**config.mk**
```make
export PLATFORM = sky130hd
export DESIGN_NAME = tlb_op_ctrl_flat
export DESIGN_NICKNAME = d
export VERILOG_FILES = /design/src/rtl/tlb_op_ctrl_if.sv /design/src/rtl/tlb_op_ctrl.sv /design/src/flat_wrapper.sv
export SDC_FILE = /design/constraint.sdc
export NUM_CORES = 1
export LEC_CHECK = 0
export ABC_AREA = 0
export BUFFER_PORTS_ARGS = -buffer_cell sky130_fd_sc_hd__buf_2
export CAP_MARGIN = 20
export CORE_MARGIN = 2
export CORE_UTILIZATION = 35
export DETAILED_ROUTE_END_ITERATION = 8
export GPL_ROUTABILITY_DRIVEN = 0
export PLACE_DENSITY_LB_ADDON = 0.08
export SLEW_MARGIN = 5
export SYNTH_ARGS = -nofsm -noshare
export SYNTH_HDL_FRONTEND = slang
export SYNTH_SLANG_ARGS = --single-unit
```
**constraint.sdc**
```tcl
create_clock -name clk -period 2.37 [get_ports clk]
set_clock_uncertainty 0.1 [all_clocks]
set_input_delay 0.1185 -clock clk [delete_from_list [all_inputs] [get_ports clk]]
set_output_delay 0.1185 -clock clk [all_outputs]
set_load 0.01 [all_outputs]
```
**src/rtl/tlb_op_ctrl_if.sv**
```systemverilog
// Op request / result bundle between the EX/CSR stage and tlb_op_ctrl.
// master = pipeline side, slave = TLB op controller.
interface tlb_op_ctrl_if #(
  parameter int IDX_W = 4
);
  logic             op_valid;
  logic             op_ready;
  logic [2:0]       op_code;
  logic             op_cancel;
  logic [IDX_W-1:0] csr_index;
  logic [88:0]      csr_entry;
  logic             csr_tlbr;
  logic [4:0]       inv_op;
  logic [9:0]       inv_asid;
  logic [18:0]      inv_vppn;
  logic             res_valid;
  logic             res_found;
  logic [IDX_W-1:0] res_index;
  logic [88:0]      res_entry;
  logic             flush_req;

  modport master (
    output op_valid, op_code, op_cancel,
    output csr_index, csr_entry, csr_tlbr,
    output inv_op, inv_asid, inv_vppn,
    input  op_ready, res_valid, res_found,
    input  res_index, res_entry, flush_req
  );

  modport slave (
    input  op_valid, op_code, op_cancel,
    input  csr_index, csr_entry, csr_tlbr,
    input  inv_op, inv_asid, inv_vppn,
    output op_ready, res_valid, res_found,
    output res_index, res_entry, flush_req
  );
endinterface

```
**src/rtl/tlb_op_ctrl.sv**
```systemverilog
// Sequences TLBSRCH/TLBRD/TLBWR/TLBFILL/INVTLB onto the tlb ports.
// One op in flight: IDLE -> EXEC (tlb strobes) -> DONE (result pulse).
module tlb_op_ctrl #(
  parameter int TLBNUM = 16,
  parameter int IDX_W  = 4
) (
  input  logic              clk,
  input  logic              resetn,
  tlb_op_ctrl_if.slave      op,
  output logic              tlb_we,
  output logic [IDX_W-1:0]  tlb_w_index,
  output logic [88:0]       tlb_w_entry,
  output logic [IDX_W-1:0]  tlb_r_index,
  input  logic [88:0]       tlb_r_entry,
  output logic              tlb_s_sel,
  output logic [18:0]       tlb_s_vppn,
  output logic [9:0]        tlb_s_asid,
  input  logic              tlb_s_found,
  input  logic [IDX_W-1:0]  tlb_s_index,
  output logic              tlb_inv_valid,
  output logic [4:0]        tlb_inv_op
);

  localparam logic [1:0] S_IDLE = 2'd0;
  localparam logic [1:0] S_EXEC = 2'd1;
  localparam logic [1:0] S_DONE = 2'd2;

  localparam logic [2:0] OP_SRCH = 3'd0;
  localparam logic [2:0] OP_RD   = 3'd1;
  localparam logic [2:0] OP_WR   = 3'd2;
  localparam logic [2:0] OP_FILL = 3'd3;
  localparam logic [2:0] OP_INV  = 3'd4;

  localparam logic [IDX_W-1:0] CTR_MAX =
    IDX_W'(TLBNUM - 1);

  logic [1:0]       state_q, state_d;
  logic [2:0]       code_q;
  logic [IDX_W-1:0] idx_q;
  logic [IDX_W-1:0] fill_q;
  logic [IDX_W-1:0] ctr_q;
  logic [88:0]      ent_q;
  logic             tlbr_q;
  logic [4:0]       iop_q;
  logic [9:0]       iasid_q;
  logic [18:0]      ivppn_q;

  logic             s_found_q;
  logic [IDX_W-1:0] s_index_q;
  logic [88:0]      r_entry_q;

  logic             res_found_q;
  logic [IDX_W-1:0] res_index_q;
  logic [88:0]      res_entry_q;

  logic is_srch, is_rd, is_wr, is_fill, is_inv;
  logic in_exec, in_done, kill, accept, res_v;

  always_comb begin
    is_srch = 1'b0;
    is_rd   = 1'b0;
    is_wr   = 1'b0;
    is_fill = 1'b0;
    is_inv  = 1'b0;
    unique case (1'b1)
      (code_q == OP_SRCH): is_srch = 1'b1;
      (code_q == OP_RD):   is_rd   = 1'b1;
      (code_q == OP_WR):   is_wr   = 1'b1;
      (code_q == OP_FILL): is_fill = 1'b1;
      (code_q == OP_INV):  is_inv  = 1'b1;
      default: ;
    endcase
  end

  assign in_exec = (state_q == S_EXEC);
  assign in_done = (state_q == S_DONE);
  assign kill    = op.op_cancel | ~resetn;
  assign accept  = op.op_valid & op.op_ready;
  assign res_v   = in_done & ~kill;

  always_comb begin
    state_d = state_q;
    unique case (state_q)
      S_IDLE: if (op.op_valid) state_d = S_EXEC;
      S_EXEC: state_d = op.op_cancel ? S_IDLE : S_DONE;
      S_DONE: state_d = S_IDLE;
      default: state_d = S_IDLE;
    endcase
  end

  always_ff @(posedge clk) begin
    if (!resetn) begin
      state_q     <= S_IDLE;
      code_q      <= '0;
      idx_q       <= '0;
      fill_q      <= '0;
      ctr_q       <= '0;
      ent_q       <= '0;
      tlbr_q      <= 1'b0;
      iop_q       <= '0;
      iasid_q     <= '0;
      ivppn_q     <= '0;
      s_found_q   <= 1'b0;
      s_index_q   <= '0;
      r_entry_q   <= '0;
      res_found_q <= 1'b0;
      res_index_q <= '0;
      res_entry_q <= '0;
    end else begin
      state_q <= state_d;
      ctr_q   <= (ctr_q == CTR_MAX) ? '0 : ctr_q + 1'b1;
      if (accept) begin
        code_q  <= op.op_code;
        idx_q   <= op.csr_index;
        fill_q  <= ctr_q;
        ent_q   <= op.csr_entry;
        tlbr_q  <= op.csr_tlbr;
        iop_q   <= op.inv_op;
        iasid_q <= op.inv_asid;
        ivppn_q <= op.inv_vppn;
      end
      if (in_exec) begin
        s_found_q <= tlb_s_found;
        s_index_q <= tlb_s_found ? tlb_s_index : '0;
        r_entry_q <= tlb_r_entry[88] ? tlb_r_entry : '0;
      end
      // Architectural result only moves on a delivered pulse
      if (res_v && is_srch) begin
        res_found_q <= s_found_q;
        res_index_q <= s_index_q;
      end
      if (res_v && is_rd) begin
        res_entry_q <= r_entry_q;
      end
    end
  end

  assign op.op_ready = (state_q == S_IDLE);

  assign tlb_we        = in_exec & ~kill & (is_wr | is_fill);
  assign tlb_w_index   = is_fill ? fill_q : idx_q;
  assign tlb_w_entry   = {ent_q[88] | tlbr_q, ent_q[87:0]};
  assign tlb_r_index   = idx_q;
  assign tlb_s_sel     = in_exec & resetn & (is_srch | is_inv);
  assign tlb_s_vppn    = is_inv ? ivppn_q : ent_q[87:69];
  assign tlb_s_asid    = is_inv ? iasid_q : ent_q[68:59];
  assign tlb_inv_valid = in_exec & ~kill & is_inv;
  assign tlb_inv_op    = iop_q;

  assign op.res_valid = res_v;
  assign op.res_found =
    (res_v & is_srch) ? s_found_q : res_found_q;
  assign op.res_index =
    (res_v & is_srch) ? s_index_q : res_index_q;
  assign op.res_entry =
    (res_v & is_rd) ? r_entry_q : res_entry_q;
  assign op.flush_req =
    res_v & (is_wr | is_fill | is_inv);

endmodule

```
**src/flat_wrapper.sv**
```systemverilog
// flat-port wrapper written by rule: the top's interface ports become plain ports
module tlb_op_ctrl_flat 
#(
  parameter int TLBNUM = 16,
  parameter int IDX_W  = 4
)
  (clk, resetn, tlb_we, tlb_w_index, tlb_w_entry, tlb_r_index, tlb_r_entry, tlb_s_sel, tlb_s_vppn, tlb_s_asid, tlb_s_found, tlb_s_index, tlb_inv_valid, tlb_inv_op, op_op_valid, op_op_code, op_op_cancel, op_csr_index, op_csr_entry, op_csr_tlbr, op_inv_op, op_inv_asid, op_inv_vppn, op_op_ready, op_res_valid, op_res_found, op_res_index, op_res_entry, op_flush_req);
  tlb_op_ctrl_if #(.IDX_W(IDX_W)) op_i ();
  input  logic clk;
  input  logic resetn;
  output logic tlb_we;
  output logic [IDX_W-1:0] tlb_w_index;
  output logic [88:0] tlb_w_entry;
  output logic [IDX_W-1:0] tlb_r_index;
  input  logic [88:0] tlb_r_entry;
  output logic tlb_s_sel;
  output logic [18:0] tlb_s_vppn;
  output logic [9:0] tlb_s_asid;
  input  logic tlb_s_found;
  input  logic [IDX_W-1:0] tlb_s_index;
  output logic tlb_inv_valid;
  output logic [4:0] tlb_inv_op;
  input wire logic [$bits(op_i.op_valid)-1:0] op_op_valid;
  input wire logic [$bits(op_i.op_code)-1:0] op_op_code;
  input wire logic [$bits(op_i.op_cancel)-1:0] op_op_cancel;
  input wire logic [$bits(op_i.csr_index)-1:0] op_csr_index;
  input wire logic [$bits(op_i.csr_entry)-1:0] op_csr_entry;
  input wire logic [$bits(op_i.csr_tlbr)-1:0] op_csr_tlbr;
  input wire logic [$bits(op_i.inv_op)-1:0] op_inv_op;
  input wire logic [$bits(op_i.inv_asid)-1:0] op_inv_asid;
  input wire logic [$bits(op_i.inv_vppn)-1:0] op_inv_vppn;
  output wire logic [$bits(op_i.op_ready)-1:0] op_op_ready;
  output wire logic [$bits(op_i.res_valid)-1:0] op_res_valid;
  output wire logic [$bits(op_i.res_found)-1:0] op_res_found;
  output wire logic [$bits(op_i.res_index)-1:0] op_res_index;
  output wire logic [$bits(op_i.res_entry)-1:0] op_res_entry;
  output wire logic [$bits(op_i.flush_req)-1:0] op_flush_req;
  assign op_i.op_valid = op_op_valid;
  assign op_i.op_code = op_op_code;
  assign op_i.op_cancel = op_op_cancel;
  assign op_i.csr_index = op_csr_index;
  assign op_i.csr_entry = op_csr_entry;
  assign op_i.csr_tlbr = op_csr_tlbr;
  assign op_i.inv_op = op_inv_op;
  assign op_i.inv_asid = op_inv_asid;
  assign op_i.inv_vppn = op_inv_vppn;
  assign op_op_ready = op_i.op_ready;
  assign op_res_valid = op_i.res_valid;
  assign op_res_found = op_i.res_found;
  assign op_res_index = op_i.res_index;
  assign op_res_entry = op_i.res_entry;
  assign op_flush_req = op_i.flush_req;
  tlb_op_ctrl #(.TLBNUM(TLBNUM), .IDX_W(IDX_W)) u_core (.clk(clk), .resetn(resetn), .op(op_i), .tlb_we(tlb_we), .tlb_w_index(tlb_w_index), .tlb_w_entry(tlb_w_entry), .tlb_r_index(tlb_r_index), .tlb_r_entry(tlb_r_entry), .tlb_s_sel(tlb_s_sel), .tlb_s_vppn(tlb_s_vppn), .tlb_s_asid(tlb_s_asid), .tlb_s_found(tlb_s_found), .tlb_s_index(tlb_s_index), .tlb_inv_valid(tlb_inv_valid), .tlb_inv_op(tlb_inv_op));
endmodule
```
==> load_flow_metrics.sql <==
INSERT INTO impl_metrics (metric_group, metric, value, unit) VALUES
('clock_tree', 'h-tree-depth', '2', ''),
('route', 'vias', '13700', ''),
('sta', 'post-route-period-util', '0.987', ''),
('clock_tree', 'worst_skew_pair.late_latency', '0.55', 'ns'),
('pwr', 'seq_power_share', '0.438', ''),
('critical_path', 'startpoint_type', 'flip-flop', ''),
('pwr', 'power.static_leakage', '8.67', 'nW'),
('logic_synthesis', 'synth_edf_count', '0', ''),
('sta', 'tightest_slew', '0.737', 'ns'),
('critical_path', 'crit_path_end_kind', 'output port', ''),
('clock_tree', 'tritoncts', 'yes', ''),
('route', 'dr.first_iter.drc_count', '760', ''),
('placement', 'dp_slack', '0.0259', 'ns'),
('critical_path', 'critical_path_class', 'flip-flop to output port', ''),
('critical_path', 'crit_fanout', '13', ''),
('grt', 'grt_max_degree', '174', ''),
('die', 'die-width', '205', 'um'),
('grt', 'grt_pass1_wl', '72900', 'um'),
('sta', 'maxClockFrequency', '427', 'MHz'),
('grt', 'total_congestion_overflow', '0', ''),
('placement', 'placed_cells', '2557', ''),
('die', 'floorplan.rows', '73', ''),
('pwr', 'net_sw_power', '3.24', 'mW'),
('logic_synthesis', 'netlist_area', '0.0142', 'mm^2'),
('finish', 'postLayoutCoreUtil', '0.514', ''),
('sta', 'final-setup-viol-count', '0', ''),
('critical_path', 'timing.rr.start', 'u_core.state_q[0]$_SDFFE_PN0P_', ''),
('die', 'core_area', '0.0398', 'mm^2'),
('critical_path', 'arrival', '2.12', 'ns'),
('pwr', 'power.internal', '10.1', 'mW'),
('sta', 'final.min_clock_period', '2.34', 'ns'),
('logic_synthesis', 'synthDistinctLibCells', '31', ''),
('pwr', 'power.combinational.fraction', '0.114', ''),
('clock_tree', 'cts.reportedPaths.clkPinSlew', '0.05', 'ns'),
('hold_path', 'timing.hold.worst.class', 'primary input to flip-flop', ''),
('outcome', 'outcome', 'complete, no violations', ''),
('pwr', 'worst_ir_drop_vdd', '0.428', 'mV'),
('grt', 'grt.total_usage', '0.218', ''),
('logic_synthesis', 'dominantRegCellSynth', 'sky130_fd_sc_hd__dfxtp_1', ''),
('die', 'chipHeight', '205', 'um'),
('sta', 'final.setup.worst_slack', '0.0300', 'ns'),
('die', 'fp.dieArea', '0.0421', 'mm^2'),
('sta', 'final-hold-violation-count', '0', ''),
('route', 'wirelength', '48100', 'um'),
('logic_synthesis', 'asyncSetResetFlopFracSynth', '0', ''),
('logic_synthesis', 'synthesis.yosys.warnings', '0', ''),
('clock_tree', 'clock_buffers_created_by_tritoncts', '39', ''),
('placement', 'place.port_buffers', '459', ''),
('clock_tree', 'cts_buffer_depth', '3', ''),
('route', 'routedWlPerCell', '16.6', 'um'),
('sta', 'slew_headroom', '0.508', ''),
('die', 'floorplan.initialDensity', '0.356', ''),
('sta', 'rsz0062_at_grt', 'true', ''),
('job', 'max-cap-violations', '0', ''),
('critical_path', 'critical_path.startpoint', 'u_core.state_q[0]$_SDFFE_PN0P_', ''),
('clock_tree', 'cts_root_buffer', 'sky130_fd_sc_hd__clkbuf_16', ''),
('route', 'drtAntennaViolNets', '0', ''),
('grt', 'number_of_global_route_vias_before_repair', '13400', ''),
('finish', 'layout.nets', '2573', ''),
('logic_synthesis', 'ys_seq_area_frac', '0.465', ''),
('hold_path', 'hold_path_startpoint', 'tlb_r_entry[88]', ''),
('route', 'drt-pass1-iter-count', '5', ''),
('logic_synthesis', 'mappedNetlistNets', '2003', ''),
('pwr', 'power-per-cell-area', '650', 'mW/mm^2'),
('finish', 'drive_gt1_frac', '0.270', ''),
('sta', 'timing_max_transition_violations_final', '0', ''),
('sta', 'totalNegativeSetupSlack', '0', 'ns'),
('placement', 'dp_hpwl', '29800', 'um'),
('finish', 'flow.area_growth_from_synthesis', '44.5', '%'),
('pwr', 'power_frac_clock', '0.447', ''),
('pwr', 'power_switching_share', '0.244', ''),
('critical_path', 'worstPathRequired', '2.15', 'ns'),
('logic_synthesis', 'ys_seq_elements', '329', ''),
('finish', 'final_std_cells_w_o_fill', '2904', ''),
('grt', 'antenna_found_initial', '7', ''),
('logic_synthesis', 'synthesis.area_per_instance', '8.00', 'um^2'),
('route', 'via_per_inst', '4.72', ''),
('logic_synthesis', 'syn_inst', '1773', ''),
('clock_tree', 'cts.sinks', '329', ''),
('route', 'drc', '0', ''),
('die', 'ios', '460', '');
cells in the mapped netlist (2+ instances only):
| master | count | area, um^2 |
|---|---|---|
| sky130_fd_sc_hd__and2_1 | 4 | 25.0 |
| sky130_fd_sc_hd__and3_1 | 3 | 18.8 |
| sky130_fd_sc_hd__nor3b_1 | 2 | 15.0 |
| sky130_fd_sc_hd__mux2_2 | 44 | 495 |
| sky130_fd_sc_hd__buf_6 | 5 | 56.3 |
| sky130_fd_sc_hd__buf_2 | 22 | 110 |
| sky130_fd_sc_hd__buf_1 | 11 | 41.3 |
| sky130_fd_sc_hd__mux2i_1 | 10 | 100 |
| sky130_fd_sc_hd__nand2_1 | 474 | 1780 |
| sky130_fd_sc_hd__nand2b_1 | 3 | 18.8 |
| sky130_fd_sc_hd__clkbuf_1 | 104 | 390 |
| sky130_fd_sc_hd__nor3_1 | 3 | 15.0 |
| sky130_fd_sc_hd__dfxtp_1 | 329 | 6590 |
| sky130_fd_sc_hd__o21ai_1 | 18 | 90.1 |
| sky130_fd_sc_hd__nand3_1 | 176 | 881 |
| sky130_fd_sc_hd__inv_1 | 83 | 312 |
| sky130_fd_sc_hd__a21boi_0 | 230 | 1730 |
| sky130_fd_sc_hd__nor2_1 | 4 | 15.0 |
| sky130_fd_sc_hd__buf_4 | 88 | 661 |
| sky130_fd_sc_hd__o21ai_0 | 149 | 746 |
cells in the final DEF (no fill, tap or decap), drive strengths merged, types with 2 or more instances in the layout:
cell type and n:
diode 7, nor3 3, nand2 474, inv 83
o21ai 167, bufbuf 2, dlygate4sd3 242, and2 6
clkinv 8, buf 508, nand3 176, mux2 44
nor3b 2, a21boi 230, clkbuf 66, nor2 4
mux2i 10, and3 3, dfxtp 329, nand2b 3
power groups by stage:
| stage | registers, mW | clock network, mW | logic (mW) |
|---|---|---|---|
| floorplan | 5.93 | 0 | 0.746 |
| global placement | 5.95 | 0 | 1.18 |
| detailed placement | 5.95 | 0 | 1.19 |
| CTS | 5.83 | 6.15 | 1.53 |
| global route | 5.85 | 6.36 | 1.67 |
| finish | 5.83 | 5.95 | 1.52 |
layout make-up:
| class | instances | area (um^2) |
|---|---|---|
| inverters | 83 | 312 |
| fillers | 3882 | 19300 |
| well taps | 525 | 657 |
| clock inverters | 10 | 77.6 |
| repair buffers | 758 | 5540 |
| flip-flops and latches | 329 | 6600 |
| multi-input cells | 1132 | 6080 |
| diodes | 7 | 17.5 |
| clock buffers | 60 | 1200 |
metal layers:
layer	vias to the layer above	global-route usage	wire length (um)
met3	93	0.0635	3670
met4	2	0.0922	1660
li1	6884	-	-
met1	6336	0.265	20500
met2	384	0.359	22300
met5	-	0	9
sequential cells by signal, indices dropped and copies added, names as in the netlist:
signal	cells
u_core.iasid_q	10
u_core.res_found_q	1
u_core.res_entry_q	89
u_core.ivppn_q	19
u_core.s_index_q	4
u_core.s_found_q	1
u_core.tlbr_q	1
u_core.state_q	2
u_core.res_index_q	4
u_core.tlb_inv_op	5
u_core.r_entry_q	89
u_core.ent_q	89
u_core.fill_q	4
u_core.ctr_q	4
u_core.code_q	3
u_core.tlb_r_index	4
per-stage QoR:
step | hold slack (ns) | power [mW] | instance area, um^2
floorplan | 0.163 | 6.67 | 14200
global placement | 0.270 | 7.13 | 16300
detailed placement | 0.278 | 7.14 | 16300
CTS | 0.0112 | 13.5 | 20200
global route | 0.0723 | 13.9 | 20500
finish | 0.0417 | 13.3 | 20500
repair_timing:
action	CTS	global route
setup buffers	6	14
pin swaps	1	3
gates cloned	3	5
gates resized for setup	15	57
endpoints found under the hold margin	225	0
hold buffers	242	0
endpoints found under the setup margin	96	117
path summary, 6_finish.rpt:
path	to	slack (ns)	depth (start not counted)
hold / removal	u_core.r_entry_q[88]$_SDFFE_PN0N_	0.04	3
hold reg to reg	u_core.res_entry_q[23]$_SDFFE_PN0N_	0.35	2
setup reg to reg	u_core.ent_q[38]$_SDFFE_PN0P_	0.19	5
setup / recovery	op_res_entry[20]	0.03	6
critical path: stages (launching register included):
cell                        delay, ns
sky130_fd_sc_hd__dfxtp_4         0.37
sky130_fd_sc_hd__and4bb_4        0.43
sky130_fd_sc_hd__and2_4          0.21
sky130_fd_sc_hd__buf_12          0.15
sky130_fd_sc_hd__clkbuf_16       0.18
sky130_fd_sc_hd__o21ai_0         0.09
sky130_fd_sc_hd__buf_2           0.15
kinds of logic (layout without fill, tap and decap cells):
kind of cell    count (synthesis)  count (layout)  share of synthesized area
buf+inv                       313             911                      0.111
xor+xnor                        1               1                   0.000618
flops                         329             329                      0.465
fa+ha+maj                       1               1                   0.000882
mux                            54              54                     0.0420
compound gates                399             399                      0.182
simple gates                  676             677                      0.199
other cells                     0               7                          0
Note: power is estimated with default switching activity, not from simulation.
